File: config.mk
export PLATFORM = sky130hd
export DESIGN_NAME = pipe_skid_reg
export DESIGN_NICKNAME = d
export VERILOG_FILES = /design/src/rtl/pipe_pkg.sv /design/src/rtl/sat_counter.sv /design/src/rtl/pipe_skid_reg.sv
export SDC_FILE = /design/constraint.sdc
export NUM_CORES = 1
export LEC_CHECK = 0
export CORE_UTILIZATION = 30
export DETAILED_ROUTE_END_ITERATION = 16
export HOLD_SLACK_MARGIN = 0.02
export SETUP_SLACK_MARGIN = 0.5
export SLEW_MARGIN = 40
export SYNTH_ARGS = -nofsm -noshare
export SYNTH_HDL_FRONTEND = slang
export SYNTH_HIERARCHICAL = 1
export SYNTH_SLANG_ARGS = --single-unit
File: constraint.sdc
create_clock -name clk -period 6.95 [get_ports clk]
set_input_delay 1.39 -clock clk [delete_from_list [all_inputs] [get_ports clk]]
set_output_delay 1.39 -clock clk [all_outputs]
set_load 0.1 [all_outputs]
File: src/rtl/pipe_pkg.sv
// Shared definitions for pipeline stage registers.
//   state_e        : occupancy of a two-entry skid stage (EMPTY / ONE / FULL)
//   PAYLOAD_W_DEF  : default fetch-to-decode payload width
//   *_LSB / *_W    : field placement inside the fetch-to-decode payload
//                    {instr[96:65], pcplus4[64:33], pc[32:1], branchfound[0]}
package pipe_pkg;

  typedef enum logic [1:0] {
    ST_EMPTY = 2'd0,
    ST_ONE   = 2'd1,
    ST_FULL  = 2'd2
  } state_e;

  localparam int PAYLOAD_W_DEF = 97;

  localparam int INSTR_LSB   = 65;
  localparam int INSTR_W     = 32;
  localparam int PCPLUS4_LSB = 33;
  localparam int PCPLUS4_W   = 32;
  localparam int PC_LSB      = 1;
  localparam int PC_W        = 32;
  localparam int BRFOUND_BIT = 0;

endpackage

File: src/rtl/sat_counter.sv
// Saturating event counter used for predictor statistics.
//   clk   : clock, rising edge
//   reset : asynchronous, active-high, clears cnt
//   inc   : count one event this cycle (ignored once cnt is all-ones)
//   clr   : synchronous clear, wins over inc
//   cnt   : current count
module sat_counter #(
  parameter int W = 16
) (
  input  logic         clk,
  input  logic         reset,
  input  logic         inc,
  input  logic         clr,
  output logic [W-1:0] cnt
);

  localparam logic [W-1:0] CNT_MAX = '1;

  always_ff @(posedge clk or posedge reset) begin
    if (reset) begin
      cnt <= '0;
    end else if (clr) begin
      cnt <= '0;
    end else if (inc && (cnt != CNT_MAX)) begin
      cnt <= cnt + 1'b1;
    end
  end

endmodule

File: src/rtl/pipe_skid_reg.sv
// Pipeline stage register with a two-entry skid buffer.
//   clk, reset : clock (rising edge) and asynchronous active-high reset
//   flush      : synchronous kill of all held entries
//   stat_clr   : synchronous clear of stall_cnt
//   up_valid / up_ready / up_data : upstream side
//   dn_valid / dn_ready / dn_data : downstream side
//   stall_cnt  : saturating count of cycles with dn_valid=1 and dn_ready=0
//
// Handshake: a beat moves on a rising edge where valid and ready are both 1.
// up_ready and dn_valid are flops, so neither side ever sees a combinational
// path from the other; the skid entry catches the one beat that upstream may
// send in the cycle before up_ready falls.
module pipe_skid_reg
  import pipe_pkg::*;
#(
  parameter int PAYLOAD_W = PAYLOAD_W_DEF,
  parameter int CNT_W     = 16
) (
  input  logic                 clk,
  input  logic                 reset,
  input  logic                 flush,
  input  logic                 stat_clr,
  input  logic                 up_valid,
  output logic                 up_ready,
  input  logic [PAYLOAD_W-1:0] up_data,
  output logic                 dn_valid,
  input  logic                 dn_ready,
  output logic [PAYLOAD_W-1:0] dn_data,
  output logic [CNT_W-1:0]     stall_cnt
);

  state_e               state_q, state_d;
  logic [PAYLOAD_W-1:0] main_q, main_d;
  logic [PAYLOAD_W-1:0] skid_q, skid_d;
  logic                 up_fire, dn_fire;

  assign up_fire = up_valid & up_ready;
  assign dn_fire = dn_valid & dn_ready;

  // Empty slots are always written back to zero so dn_data reads 0 when idle.
  always_comb begin
    state_d = state_q;
    main_d  = main_q;
    skid_d  = skid_q;
    if (flush) begin
      state_d = ST_EMPTY;
      main_d  = '0;
      skid_d  = '0;
    end else begin
      case (state_q)
        ST_EMPTY: begin
          if (up_fire) begin
            state_d = ST_ONE;
            main_d  = up_data;
          end
        end
        ST_ONE: begin
          if (up_fire && dn_fire) begin
            main_d = up_data;
          end else if (up_fire) begin
            state_d = ST_FULL;
            skid_d  = up_data;
          end else if (dn_fire) begin
            state_d = ST_EMPTY;
            main_d  = '0;
          end
        end
        ST_FULL: begin
          if (dn_fire) begin
            state_d = ST_ONE;
            main_d  = skid_q;
            skid_d  = '0;
          end
        end
        default: begin
          state_d = ST_EMPTY;
          main_d  = '0;
          skid_d  = '0;
        end
      endcase
    end
  end

  // Handshake outputs are decoded from the next state and registered so
  // they are pure flop outputs.
  always_ff @(posedge clk or posedge reset) begin
    if (reset) begin
      state_q  <= ST_EMPTY;
      main_q   <= '0;
      skid_q   <= '0;
      up_ready <= 1'b1;
      dn_valid <= 1'b0;
    end else begin
      state_q  <= state_d;
      main_q   <= main_d;
      skid_q   <= skid_d;
      up_ready <= (state_d != ST_FULL);
      dn_valid <= (state_d != ST_EMPTY);
    end
  end

  assign dn_data = main_q;

  sat_counter #(.W(CNT_W)) u_stall_cnt (
    .clk   (clk),
    .reset (reset),
    .inc   (dn_valid & ~dn_ready),
    .clr   (stat_clr),
    .cnt   (stall_cnt)
  );

endmodule

* Word-level counts from Yosys, hierarchy flattened *
Index checks and enable logic that the tools add are counted.

cells by class
  bitwise gates (word level) = 4
  reduce and logical (&&, ||, !) cells = 7
  equal/unequal tests = 11
  add/sub/neg operators = 1
  mux-type cells = 19

operator list
  cell                   number
  $mux 97                8
  $pmux 97 s3            2
  $mux 16                2
  $add 16x1->16 const B  1
  $ne 16x16->1 const B   1
  $mux 2                 6
  $ne 3x3->1 const B     4
  $ne 4x4->1 const B     2
  $reduce_and 4->1       2
  $pmux 2 s3             1
  $ne 2x2->1 const B     2
  $reduce_bool 2->1      2
  $and 1x1->1            3
  $eq 2x1->1 const B     1
  $eq 2x2->1 const B     1
  $logic_and 1x1->1      2
  $logic_not 2->1        1
  $not 1->1              1

word-level totals
  bits of input ports = 103
  output and inout port bits = 115
  bits in registers = 214
  word-level logic and storage cells = 48

* Logic depth before layout (Yosys ltp) *
Gate-level depths: netlist of the first run.

  depth after elaboration = 7
  gate-level depth with buffers = 7
  mapped depth without buffers = 5

* Modules after synthesis *
Netlist of the first run, hierarchy kept.

by module, submodules not included
  module         instances  cells each  area an instance (µm²)  sequential area each (µm²)
  pipe_skid_reg  1          789         9057.4                  4956.0
  sat_counter    1          101         932.1                   400.4

* Worst setup path after synthesis of the first run *
OpenSTA, ideal clock, no wires.

  kind = input port to flip-flop
  start point = input dn_ready
  end point = register u_stall_cnt.cnt[13]
  cell stages on the path = 6
  required time = 6872 ps
  path slack = 4041 ps
  setup time = 78 ps
  arrival = 2831 ps
  path buffers = 1
  cells stage by stage = nor2b_1 clkbuf_2 nand3_1 or4_4 or4_1 a21oi_1

on the way
  cells in the longest elaborated chain, start to end = 4

ends and longest elaborated chain
  what                         RTL line              text
  start, declared              pipe_skid_reg.sv:27   input logic dn_ready,
  $not 1->1                    pipe_skid_reg.sv:107  .inc (dn_valid & ~dn_ready),
  $and 1x1->1                  pipe_skid_reg.sv:107
  $logic_and 1x1->1            sat_counter.sv:24     end else if (inc && (cnt != CNT_MAX)) begin
  $reduce_bool 2->1 (no line)  -
  end signal, assigned         sat_counter.sv:25     cnt <= cnt + 1'b1;
  end, declared                sat_counter.sv:14     output logic [W-1:0] cnt

Every way passes these cells.
A chain may end at the register's enable or synchronous reset.

* Worst setup path after layout of the first run *
Ends and elaborated chain as after synthesis.

==> results of run 1 <==
## report_power, final
group | switching (W) | total, W | internal (W) | leakage (nW)
Clock | 0.000522 | 0.00133 | 0.000811 | 0.415
Combinational | 0.000685 | 0.000899 | 0.000213 | 2.30
Sequential | 0.0000613 | 0.00139 | 0.00133 | 2.93
Total | 0.00127 | 0.00362 | 0.00235 | 5.65
## worst paths after layout
| kind | startpoint | to |
|---|---|---|
| hold / removal | dn_data[84] | dn_data[84] |
| hold reg to reg | dn_data[84] | dn_data[84] |
| max in group asynchronous | reset | state_q[1] |
| setup / recovery | dn_ready | u_stall_cnt/cnt[13] |
| min in group asynchronous | reset | dn_data[77] |
| setup reg to reg | state_q[0] | dn_data[34] |
## through the flow
stage / hold slack, ps / cell area [um2] / utilization (%) / power (W)
after floorplan: 473 / 9990 / - / 0.00208
after global placement: 473 / 12500 / 38.2 / 0.00236
after detailed placement: 468 / 12000 / 36.7 / 0.00232
after CTS: 485 / 12800 / 39.3 / 0.00367
after global routing: 491 / 12800 / 39.3 / 0.00378
final: 481 / 12800 / 39.3 / 0.00362
## cell type report
class	instances	area [um2]	area share, %
Multi-Input combinational cell	593	4250	33.2
Clock buffer	39	748	5.84
Sequential cell	214	5360	41.9
Timing Repair Buffer	231	1780	13.9
Inverter	5	22.5	0.176
Tap cell	442	553	4.32
Clock inverter	7	88.8	0.694
## synthesized netlist by cell type (2+ instances only)
library cell / number
or4_1: 6
a22o_1: 97
o21ai_0: 6
nor3_1: 6
buf_2: 43
nor2_1: 102
dfrtp_1: 213
buf_4: 8
nand2_1: 9
buf_1: 5
a31oi_1: 2
nand4_1: 4
o41ai_1: 2
nand2b_1: 4
clkbuf_1: 20
or3_1: 6
nor4_1: 3
inv_1: 5
o2bb2ai_1: 97
a21oi_1: 111
nand3_1: 7
o31ai_1: 5
nor2b_1: 5
mux2i_1: 97
nor2_2: 3
mux2_2: 2
## critical path: stages
cell and delay [ps]:
clkdlybuf4s50_1 440, nor2b_1 590, nand3_1 320, or4_4 520, or4_1 410, a21oi_1 150
## state kept, by name, indices dropped and copies added (netlist names)
| register | cells |
|---|---|
| state_q | 2 |
| skid_q | 97 |
| up_ready | 1 |
| dn_data | 97 |
| dn_valid | 1 |
| u_stall_cnt/cnt | 16 |
## cells by family (layout without fill, tap and decap cells)
kind of cell | after synthesis | count (layout)
AO/OA/AOI/OAI | 327 | 327
XOR/XNOR | 1 | 1
adder cells (fa/ha/maj) | 1 | 1
buffers and inverters | 83 | 282
flip-flops | 214 | 214
multiplexers | 99 | 99
AND/OR/NAND/NOR | 165 | 165
## metal layers
layer	wire length [um]	GRT usage [%]	vias up
met5	0	0	-
met4	355	3.97	0
met3	1600	3.58	29
met2	13600	27.9	187
met1	13100	22.3	3935
li1	-	-	3715
==> results_dict.tcl, run 1 <==
set metrics [dict create \
    outcome "finished clean" \
    cp.arrival_ps 3810 \
    endpoint_kind "register" \
    cts_resized 0 \
    yosys-top-cells-area "dfrtp_1 53%, mux2i_1 9.7%, a22o_1 8.5%" \
    synth-simple-area-share_pct 8.04 \
    hold_depth 1 \
    ioPinCount 218 \
    clk_pin_slew_worst_paths_ps 60 \
    antenna_found_initial 0 \
    worst_slew_pin_slew_ps 840 \
    gp_congestion 0.804 \
    die_h_um 184 \
    route.detailed.drc 0 \
    grt_max_degree 113 \
    instances_no_fill 1531 \
    synth_cell_type_count 48 \
    finalHoldViolations 0 \
    die_w_um 184 \
    synth_top_family_by_area "compound AO/OA/AOI/OAI gates" \
    ctsHoldBuffers 0 \
    synthAdderAreaFrac_pct 0.125 \
    postCtsSetupBuffers 0 \
    startpoint_type "input pin" \
    final_common_cell "dfrtp_1" \
    synth_edf_count 0 \
    synthCells 890 \
    cts_num_sinks 214 \
    wl_per_cell_um 18.7 \
    start_util_pct 30.6 \
    synth_flop_cell "dfrtp_1" \
    postSynthAreaPerCell_um2 11.2 \
    mostFrequentLayoutCells "211 x dfrtp_1, 115 x buf_2, 111 x a21oi_1" \
    peakVddDrop_mv 0.148 \
    final.period_utilization_pct 48.8 \
    ys_ff_latch 214 \
    slew_headroom_pct 44.0 \
    diodes 0 \
    placed_cells 1485 \
    vias 7866 \
    clk_latency_ps 530 \
    cts_max_level 1 \
    grt_overflow 0 \
    yosys_warnings 6 \
    die-area_mm2 0.0340 \
    io_buffers 217 \
    ys_seq_area_share_pct 53.6 \
    finalNetCount 1174 \
    setup_viol 0 \
    layout-drive-gt1-share_pct 17.1 \
    cp_max_fo 8 \
    synth_compound_area_share_pct 24.2 \
    hold_class "register to register" \
    cts_root_buf "clkbuf_16" \
    path_class "input pin to register" \
    cellPowerDensity_mw_per_mm2 283 \
    regToRegSetupSlack_ps 3920 \
    hpwl_mm 17.3 \
    via_per_inst 5.14 \
    drtPass1Iterations 4 \
    drtAntennaViolNets 0 \
    slew_violations 0 \
    cts_made_buffers 25 \
    grtUsageTotal_pct 16.8 \
    area_delta_synth_final_pct 28.2 \
    syn_nets 994 \
    async_reset_ff_share_pct 100 \
    grt_pass1_vias 8087 \
    rsz0062_at_grt "no" \
    grt_pass1_wl_mm 45.4 \
    syn-cell-area_mm2 0.00999 \
    cts_tree "done" \
    clockBufferDepth 3 \
    period_minus_slack_ps 3390 \
    core_mm2 0.0326 \
    fill_cells 3177 \
    maxCapViolations 0 \
    fmax_ghz 0.295 \
    drtIter0Drc 450 \
    worstRegToRegCells 6 \
    netlist.top_cell.by_area "dfrtp_1" \
    synth-xor-area-share_pct 0.0877 \
    synthMuxAreaShare_pct 9.94 \
    layout_setup_ws_ps 3560 \
    cellLeakagePower_nw 5.65 \
    synth_top_area_share_pct 53.4 \
    dp_slack_ps 3080 \
    fin_worst_skew_ps 25.3 \
    wl_mm 28.7 \
    placement_rows 66 \
    crit_required_ps 7380 \
    final.setup.tns_ps 0 \
]
No activity file was read; power rests on OpenSTA's default activity.
==> inputs of run 2 (changes only) <==
==> constraint.sdc (replaced) <==
create_clock -name clk -period 3.11 [get_ports clk]
set_input_delay 0.622 -clock clk [delete_from_list [all_inputs] [get_ports clk]]
set_output_delay 0.622 -clock clk [all_outputs]
set_load 0.1 [all_outputs]
==> run 2 against run 1 <==
  * Sequential power rose by 120%
  * Setup slack worse by 2800 ps
  * Register-to-register slack got worse by 3100 ps
  * Clock skew shrank 5.9 ps
  * Clock power rose by 140%
  * Critical path type is now register to register
  * Critical endpoint is now dn_data[91]
  * Largest power group is now clock
  * Highest routed layer unchanged
==> results_dict.tcl, run 2 (same netlist as run 1, synthesis figures left out) <==
set metrics [dict create \
    outcome "finished clean" \
    cts_max_level 1 \
    path_cells "nand4b_1 > nor2_4 > buf_4 > a21oi_1 > o2bb2ai_1" \
    startpoint_type "register" \
    hold_depth 1 \
    top_usage_layer "met2" \
    core_mm2 0.0326 \
    hold_path_end "dn_data[88]" \
    regToRegSetupSlack_ps 780 \
    wl_mm 28.8 \
    grtUsageTotal_pct 16.7 \
    grt_pass1_vias 7719 \
    cts_made_buffers 26 \
    dp_slack_ps 446 \
    r2r-end "dn_data[91]" \
    cellLeakagePower_nw 5.70 \
    vias 7874 \
    max_stage_delay_ps 960 \
    grt_overflow 0 \
    worstRegToRegCells 5 \
    grt_pass1_wl_mm 45.2 \
    period_minus_slack_ps 2330 \
    cts_num_sinks 214 \
    start_util_pct 30.6 \
    route.detailed.drc 0 \
    hold_class "register to register" \
    layout-drive-gt1-share_pct 17.6 \
    clk_latency_ps 530 \
    die_w_um 184 \
    area_delta_synth_final_pct 32.0 \
    cpMaxStageDelayCell "dfrtp_4" \
    ioPinCount 218 \
    grt_max_degree 98 \
    timing.rr.start "state_q[0]" \
    setup_viol 0 \
    drtIter0Drc 511 \
    instances_no_fill 1536 \
    io_buffers 217 \
    finalHoldViolations 0 \
    ctsHoldBuffers 0 \
    cts_tree "done" \
    placed_area_mm2 0.0123 \
    final.period_utilization_pct 74.9 \
    worst_slew_pin_slew_ps 830 \
    fmax_ghz 0.429 \
    fin_worst_skew_ps 19.4 \
    finalNetCount 1182 \
    die_h_um 184 \
    fill_cells 3162 \
    antenna_found_initial 1 \
    rsz0062_at_grt "no" \
    placement_rows 66 \
    wl_per_cell_um 18.8 \
    stdcell_area_mm2 0.0132 \
    clk_pin_slew_worst_paths_ps 60 \
    cp.arrival_ps 2780 \
    mostFrequentLayoutCells "211 x dfrtp_1, 131 x buf_4, 111 x a21oi_1" \
    slew_headroom_pct 44.7 \
    cts_resized 0 \
    drtAntennaViolNets 0 \
    clockBufferDepth 3 \
    cts_root_buf "clkbuf_16" \
    drtPass1Iterations 5 \
    die-area_mm2 0.0340 \
    hold_path_startpoint "dn_data[88]" \
    peakVddDrop_mv 0.365 \
    cellPowerDensity_mw_per_mm2 636 \
    postCtsSetupBuffers 0 \
    maxCapViolations 0 \
    path_class "register to register" \
    gr-usage-met3_pct 4.39 \
    via_per_inst 5.13 \
    placed_cells 1492 \
    final_common_cell "dfrtp_1" \
    layout_setup_ws_ps 781 \
    hpwl_mm 17.5 \
    gr-usage-met1_pct 23.2 \
    endpoint_kind "register" \
    slew_violations 0 \
    cp_max_fo 67 \
    gp_congestion 0.804 \
    use_met2_pct 25.8 \
    crit_required_ps 3560 \
]
run 2: changes by cell type in the layout (fill, tap and decap cells not counted), moves of 2 or more:
cell       change
clkinv_2       -2
buf_2        -115
buf_6          -4
buf_4        +125
clkbuf_1       -2
clkbuf_16      +2
clkbuf_8       -3
buf_12         +4
buf_16         -2
bufinv_16      +2
run 2: power breakdown:
group | internal [W] | switching, W
sequential | 0.00297 | 0.000154
clock | 0.00199 | 0.00120
combinational | 0.000557 | 0.00152
run 2: how the worst max path moves through the flow:
stage                           from             endpoint  cells past startpoint
final                     state_q[0]          dn_data[91]                      5
after global routing      state_q[0]           dn_data[9]                      5
after CTS                 state_q[0]          dn_data[90]                      5
after detailed placement    dn_ready  u_stall_cnt/cnt[13]                      6
after global placement      dn_ready  u_stall_cnt/cnt[13]                      6
after floorplan                reset           dn_data[0]                      1
run 2: layout make-up:
cell class	count	area, um2	area share, %
Antenna cell	1	2.50	0.0190
Clock buffer	36	749	5.68
Clock inverter	7	138	1.04
Inverter	5	22.5	0.171
Multi-Input combinational cell	593	4250	32.3
Sequential cell	214	5360	40.7
Tap cell	442	553	4.19
Timing Repair Buffer	238	2100	16.0
run 2: critical path: cells and delay by family (launching register included):
family	cells	cell delay, ps
DFF	1	960
and+or+nand+nor	2	510
buffers and inverters	1	410
AOI/OAI and AO/OA	2	320
run 2: routing by layer:
metal | vias to the layer above | share of wire [%]
li1 | 3715 | -
met1 | 3891 | 45
met2 | 228 | 46
met3 | 40 | 7.4
met4 | 0 | 2.0
met5 | - | 0
run 2: per-stage QoR:
| step | utilization, % | TNS [ps] | hold slack (ps) | power, W |
|---|---|---|---|---|
| 2_1_floorplan | - | -14090 | 473 | 0.00465 |
| 3_3_place_gp | 37.7 | 0 | 474 | 0.00525 |
| 3_5_place_dp | 37.7 | 0 | 475 | 0.00526 |
| 4_1_cts | 40.4 | 0 | 492 | 0.00852 |
| 5_1_grt | 40.4 | 0 | 499 | 0.00874 |
| 6_report | 40.4 | 0 | 486 | 0.00838 |
